File: src/rtl/sw_input_conditioner.sv
// Slide-switch conditioner: two-flop synchroniser, shared sample-tick prescaler, per-bit debounce.
// Optional build macro SW_STATUS_EN turns io_sw_o[31] into a registered "settling" flag.
module sw_input_conditioner #(
  parameter int NUM_SW     = 18,
  parameter int TICK_DIV   = 50000,
  parameter int STABLE_CNT = 10
) (
  input  logic              clk_i,
  input  logic              rst_ni,
  input  logic [NUM_SW-1:0] sw_raw_i,
  output logic [31:0]       io_sw_o,
  output logic              sw_change_o
);

  localparam int PW = $clog2(TICK_DIV);
  localparam int CW = $clog2(STABLE_CNT + 1);

  logic [NUM_SW-1:0] r_meta;
  logic [NUM_SW-1:0] r_sync;
  logic [PW-1:0]     r_presc;
  logic [CW-1:0]     r_cnt [NUM_SW];
  logic [NUM_SW-1:0] r_sw;
  logic              r_change;

  logic              w_tick;
  logic [CW-1:0]     w_cnt_next [NUM_SW];
  logic [NUM_SW-1:0] w_sw_next;
  logic              w_status;

  assign w_tick = (r_presc == PW'(TICK_DIV - 1));

  always_ff @(posedge clk_i or negedge rst_ni) begin
    if (!rst_ni) begin
      r_meta  <= '0;
      r_sync  <= '0;
      r_presc <= '0;
    end else begin
      r_meta  <= sw_raw_i;
      r_sync  <= r_meta;
      r_presc <= w_tick ? '0 : r_presc + 1'b1;
    end
  end

  // A sample that matches the accepted level clears progress; STABLE_CNT
  // consecutive differing ticks are needed before the new level is taken.
  always_comb begin
    w_sw_next = r_sw;
    for (int i = 0; i < NUM_SW; i++) begin
      w_cnt_next[i] = r_cnt[i];
      if (w_tick) begin
        if (r_sync[i] == r_sw[i]) begin
          w_cnt_next[i] = '0;
        end else if (r_cnt[i] == CW'(STABLE_CNT - 1)) begin
          w_sw_next[i]  = r_sync[i];
          w_cnt_next[i] = '0;
        end else begin
          w_cnt_next[i] = r_cnt[i] + 1'b1;
        end
      end
    end
  end

  always_ff @(posedge clk_i or negedge rst_ni) begin
    if (!rst_ni) begin
      for (int i = 0; i < NUM_SW; i++) r_cnt[i] <= '0;
      r_sw     <= '0;
      r_change <= 1'b0;
    end else begin
      for (int i = 0; i < NUM_SW; i++) r_cnt[i] <= w_cnt_next[i];
      r_sw     <= w_sw_next;
      r_change <= (w_sw_next != r_sw);
    end
  end

`ifdef SW_STATUS_EN
  logic r_settling;
  logic w_any_cnt;

  always_comb begin
    w_any_cnt = 1'b0;
    for (int i = 0; i < NUM_SW; i++) begin
      if (w_cnt_next[i] != '0) w_any_cnt = 1'b1;
    end
  end

  always_ff @(posedge clk_i or negedge rst_ni) begin
    if (!rst_ni) r_settling <= 1'b0;
    else         r_settling <= w_any_cnt;
  end

  assign w_status = r_settling;
`else
  assign w_status = 1'b0;
`endif

  always_comb begin
    io_sw_o             = '0;
    io_sw_o[NUM_SW-1:0] = r_sw;
    io_sw_o[31]         = w_status;
  end

  assign sw_change_o = r_change;

endmodule

File: config.mk
export PLATFORM = sky130hd
export DESIGN_NAME = sw_input_conditioner
export DESIGN_NICKNAME = d
export VERILOG_FILES = /design/src/rtl/sw_input_conditioner.sv
export SDC_FILE = /design/constraint.sdc
export NUM_CORES = 1
export LEC_CHECK = 0
export BUFFER_PORTS_ARGS = -buffer_cell sky130_fd_sc_hd__buf_2
export CORE_ASPECT_RATIO = 1.5
export CORE_MARGIN = 3
export CORE_UTILIZATION = 45
export CTS_BUF_LIST = sky130_fd_sc_hd__clkbuf_8
export CTS_CLUSTER_SIZE = 14
export DETAILED_ROUTE_END_ITERATION = 10
export MAX_ROUTING_LAYER = met4
export PLACE_DENSITY = 0.66
export SLEW_MARGIN = 30
export SYNTH_ARGS = -nofsm -noshare
export SYNTH_HDL_FRONTEND = slang
export SYNTH_SLANG_ARGS = --single-unit
File: constraint.sdc
create_clock -name clk_i -period 7.6 [get_ports clk_i]
set_clock_uncertainty 0.2 [all_clocks]
set_input_delay 1.52 -clock clk_i [delete_from_list [all_inputs] [get_ports clk_i]]
set_output_delay 1.52 -clock clk_i [all_outputs]
set_load 0.005 [all_outputs]
==> results of run 1 <==
sequential cells by signal, indices dropped and copies added, names as in the netlist:
name,count
r_cnt,72
r_meta,18
r_sw,18
r_sync,18
r_presc,16
sw_change_o,1
final timing paths:
path,from,endpoint,slack [ns],cells past startpoint
setup / recovery,r_presc[7],r_cnt[53],4.27,6
hold / removal,r_meta[5],r_sync[5],0.15,0
setup reg to reg,r_presc[7],r_cnt[53],4.27,6
hold reg to reg,r_meta[5],r_sync[5],0.15,0
max in group asynchronous,rst_ni,r_sw[14],5.00,2
min in group asynchronous,rst_ni,r_cnt[30],0.88,1
power breakdown:
group          internal (W)  total (W)  leakage [nW]  switching, W
Sequential         0.000770   0.000775          1.90    0.00000464
Clock              0.000331   0.000633         0.193      0.000302
Combinational     0.0000106  0.0000381          1.23     0.0000275
metrics by stage:
stage          instance area [um^2]  setup slack (ns)  std cells
5_1_grt                        7760              4.08        879
3_3_place_gp                   7350              4.42        847
4_1_cts                        7760              4.28        879
3_5_place_dp                   7350              4.29        847
2_1_floorplan                  7110              4.88        649
6_report                       7760              4.27        879
final cells by class:
type	instances	area [um^2]
clock buffer	18	248
clock inverter	14	168
fill	1338	7450
inverter	19	71.3
multi-input combinational	445	3230
sequential	143	3580
tap	199	249
timing repair buffer	41	219
synth_stat cells (all sizes together), types with 19 or more instances:
master and count:
dfrtp 143, o21ai 73, o31ai 54, nor3 39
ha 37, nand3 27, xnor2 25, clkbuf 22
buf 20, or4 20, inv 19
kinds of logic after synthesis:
family / synth area share, %
simple gates: 17.6
compound gates: 14.1
flops: 50.7
buf+inv: 4.31
fa+ha+maj: 6.56
xor+xnor: 3.85
mux: 2.87
other cells: 0.0531
layout by cell type (no fill, tap or decap), types with 4 or more instances in the layout:
cell type / netlist / routed
o21ai_0: 71 / 71
nand2b_1: 18 / 18
dfrtp_1: 143 / 143
nand3_1: 27 / 27
o22ai_1: 7 / 7
nor2_1: 9 / 9
nor3_1: 39 / 39
clkbuf_8: 0 / 18
buf_2: 0 / 37
xnor2_1: 25 / 25
inv_1: 19 / 19
or4_4: 16 / 16
nor3b_1: 18 / 18
and3b_1: 18 / 18
clkinvlp_4: 0 / 6
ha_1: 37 / 37
nand2_1: 6 / 6
o31ai_1: 54 / 54
or4_1: 4 / 4
nand4_1: 4 / 4
nand3b_1: 15 / 15
conb_1: 1 / 14
o41ai_1: 18 / 18
xor2_1: 6 / 6
mux2_2: 18 / 18
layer usage:
| metal | part of all wire, % | global-route usage [%] | vias up |
|---|---|---|---|
| met5 | 0 | - | - |
| met3 | 3.2 | 3.81 | 22 |
| met2 | 51 | 29.9 | 89 |
| met4 | 2.4 | 7.64 | 0 |
| met1 | 43 | 22.9 | 2500 |
| li1 | - | - | 2403 |
==> flow_summary.toml, run 1 <==
[flow_run]
maxCapViolations = 0

[timing]
hold_violations = 0
relSlewSlack_pct = 37.5
fmax_mhz = 301
finalCritPeriodShare_pct = 43.8
fin_crit_ns = 3.33
rsz0062_at_grt = "no"
timing.hold.ws_ns = 0.151
tightest_slew_ns = 0.937
setup_viol = 0
fin_setup_tns_ns = 0
slew_viol_final = 0

[worst_setup_path]
crit_required_ns = 7.74
worstSetupStartpointType = "flip-flop"
critPathKind = "reg2reg"
crit_slowest_cell = "or3_1"
endpoint_kind = "flip-flop"
cpMostUsedCell = "buf_4"
cp_max_fo = 91
path_cells = "or3_2 -> buf_4 -> or3_1 -> buf_4 -> or2_2 -> o41ai_1"
cp.arrival_ns = 3.47
slowest_delay_ns = 0.61
cp_num_buf_inv = 2
cp_top_family = "simple AND/OR/NAND/NOR gates"

[clock_tree]
cts_buffers = 17
cts.clk_slew.worst_paths_ns = 0.08
cts_resized = 0
cts-htree-levels = 4
ctsHoldBuffers = 0
cts_tree = "done"
cts_max_path_buffers = 2
postCtsSetupRepairBufs = 0
worstSkewPairLatency_ns = 0.46
cts_sinks = 143
cts_root_buf = "clkbuf_8"

[floorplanning]
die_y_um = 159
die_area_mm2 = 0.0173
ios = 53
rows = 55
core_area_mm2 = 0.0152
die_width_um = 108
start_util_pct = 46.4

[final_layout]
drive_above_1_share_pct = 16.2
diodes = 0
layout.nets = 724
area_growth_pct = 9.92
fin_util_pct = 51.0

[routing]
via_count = 5014
routed_wirelength_um = 14600
avgRoutedWirePerCell_um = 16.6
drt-initial-drc-count = 338
ant_nets = 0
drc_errors = 0
drt-pass1-iter-count = 5
viasPerCell = 5.70

[pwr]
max-vdd-ir-drop_mv = 0.124
p_leak_nw = 3.32
power_density_mw_per_mm2 = 186
finalPower_w = 0.00145

[global_routing]
overflow = 0
grt_pass1_wl_um = 25200
grt_pass1_vias = 5150
track_usage_pct = 18.7
grt_max_degree = 92
antenna_found_initial = 0

[logic_synthesis]
synthArstFlopShare_pct = 100
syn-cell-area_mm2 = 0.00706
synth_top_area_cell = "dfrtp_1"
synth_ff_type = "dfrtp_1"
yosysSeqAreaShare_pct = 50.7
synth_cell_types = 36
synth-edff-count = 0
synth_area_per_cell_um2 = 11.1
ys_top_cells_by_area = "dfrtp_1 (51%), ha_1 (6.6%), o31ai_1 (5.7%), o21ai_0 (5.0%), xnor2_1 (3.1%)"
synth_seq_cells = 143
syn_inst = 636
synth_top_area_share_pct = 50.7
yosys_warnings = 0

[place]
portBuffers = 38
dpl.hpwl_um = 9530
place.gp.congestion = 0.816

[status]
status = "complete, no violations"

[hold_path]
hold_path_class = "reg2reg"
Power figures use the tool's default switching activity.
==> run 2: changes to the inputs <==
- clock period: 7.6 -> 3.3 ns (I/O delays scaled with it)
==> run 2 against run 1 <==
  * Sequential power increased by 130%
  * Design area increased by 1.8%
  * Power increased by 140%
  * Clock power increased to 2.6 times the previous value
  * Global-route usage increased by 0.45 points
  * First-iteration DRC count decreased by 12%
  * Flip-flop and latch count unchanged
  * Critical endpoint is now r_cnt[51]
  * Largest power group unchanged
==> flow_summary.toml, run 2 (same netlist as run 1, synthesis figures left out) <==
[worst_setup_path]
endpoint_kind = "flip-flop"
cp_top_family = "simple AND/OR/NAND/NOR gates"
worstSetupStartpointType = "flip-flop"
path_cells = "or4_4 -> or4_4 -> buf_12 -> or4_4 -> o31ai_1"
critPathKind = "reg2reg"
cp_max_fo = 55
cp.arrival_ns = 3.17
cp_num_buf_inv = 1
slowest_delay_ns = 0.65
crit_slowest_cell = "or4_4"
crit_required_ns = 3.45
cpMostUsedCell = "or4_4"

[pwr]
max-vdd-ir-drop_mv = 0.292
pwr-share-seq_pct = 50.9
switching_share_pct = 20.7
pwr-share-comb_pct = 2.7
clkPwrFrac_pct = 46.4
p_leak_nw = 3.42
p_int_w = 0.00278
power_density_mw_per_mm2 = 444
p_switching_w = 0.000725

[floorplanning]
ios = 53
die_y_um = 159
start_util_pct = 46.4
rows = 55
die_width_um = 108
core_area_mm2 = 0.0152
die_area_mm2 = 0.0173

[routing]
routed_wirelength_um = 15200
ant_nets = 0
drt-initial-drc-count = 298
via_count = 5242
drc_errors = 0
avgRoutedWirePerCell_um = 17.2
drt-pass1-iter-count = 5
viasPerCell = 5.92

[global_routing]
grt_pass1_wl_um = 25600
overflow = 0
grt_pass1_vias = 5304
antenna_found_initial = 0
grt_max_degree = 91
track_usage_pct = 19.1

[final_layout]
final_common_cell = "dfrtp_1"
nFillCells = 1309
top_register = "r_cnt"
final_cell_mix = "dfrtp_1 (143), o21ai_0 (71), o31ai_1 (54)"
regArea_mm2 = 0.00358
layout.nets = 731
area_growth_pct = 11.9
largest_register_ffs = 72
drive_above_1_share_pct = 16.9
multi_input_area_mm2 = 0.00323
diodes = 0

[clock_tree]
cts_root_buf = "clkbuf_8"
cts_max_path_buffers = 2
ctsHoldBuffers = 0
worstSkewPairLatency_ns = 0.45
cts_buffers = 17
cts_sinks = 143
cts_tree = "done"
cts.clk_slew.worst_paths_ns = 0.08
cts_resized = 0
postCtsSetupRepairBufs = 0
cts-htree-levels = 4

[timing]
rsz0062_at_grt = "no"
fin_setup_tns_ns = 0
hold_violations = 0
relSlewSlack_pct = 37.8
slew_viol_final = 0
fin_crit_ns = 3.02
fmax_mhz = 331
setup_viol = 0
timing.final.ws_setup_ns = 0.276
finalCritPeriodShare_pct = 91.7
tightest_slew_ns = 0.933

[place]
place.gp.congestion = 0.827
portBuffers = 38
dpl.hpwl_um = 10100
dp_slack_ns = 0.279

[status]
status = "complete, no violations"

[hold_path]
hold_path_class = "in2async"

[flow_run]
maxCapViolations = 0
run 2: final cells by class:
cell class | count | area share [%]
Clock inverter | 11 | 2.34
Timing Repair Buffer | 48 | 3.75
Tap cell | 199 | 3.15
Inverter | 19 | 0.903
Sequential cell | 143 | 45.3
Clock buffer | 21 | 3.66
Multi-Input combinational cell | 445 | 40.9
run 2: worst paths after layout:
kind,start,endpoint,slack [ns],depth (start not counted)
setup / recovery,r_presc[4],r_cnt[51],0.28,5
hold / removal,rst_ni,r_meta[7],0.009,1
setup reg to reg,r_presc[4],r_cnt[51],0.28,5
hold reg to reg,r_meta[11],r_sync[11],0.15,0
max in group asynchronous,rst_ni,r_sw[3],2.21,2
min in group clk_i,sw_raw_i[3],r_meta[3],0.11,1
run 2: layer usage:
layer | part of all wire (%) | wire length [um] | vias to the layer above | global-route usage (%)
li1 | - | - | 2408 | -
met1 | 42 | 6320 | 2671 | 22.3
met2 | 51 | 7820 | 132 | 31.3
met3 | 4.1 | 619 | 31 | 4.38
met4 | 2.9 | 444 | 0 | 8.27
met5 | 0 | 0 | - | -
run 2: power by group through the flow:
| stage | Combinational (W) | Clock [W] | Sequential [W] |
|---|---|---|---|
| floorplan | 0.0000465 | 0 | 0.00182 |
| global placement | 0.0000924 | 0 | 0.00182 |
| detailed placement | 0.0000962 | 0 | 0.00182 |
| CTS | 0.0000966 | 0.00166 | 0.00178 |
| global route | 0.000108 | 0.00175 | 0.00179 |
| finish | 0.0000935 | 0.00163 | 0.00178 |
run 2: metrics by stage:
step           instances  hold WS, ns  power [W]  util (%)  area [um^2]
2_1_floorplan        649        0.131    0.00186         -         7110
4_1_cts              886       0.0291    0.00354      51.9         7900
5_1_grt              886       0.0411    0.00365      51.9         7900
3_5_place_dp         854        0.135    0.00191      48.8         7420
6_report             886      0.00852    0.00350      51.9         7900
3_3_place_gp         854        0.132    0.00191      48.8         7420
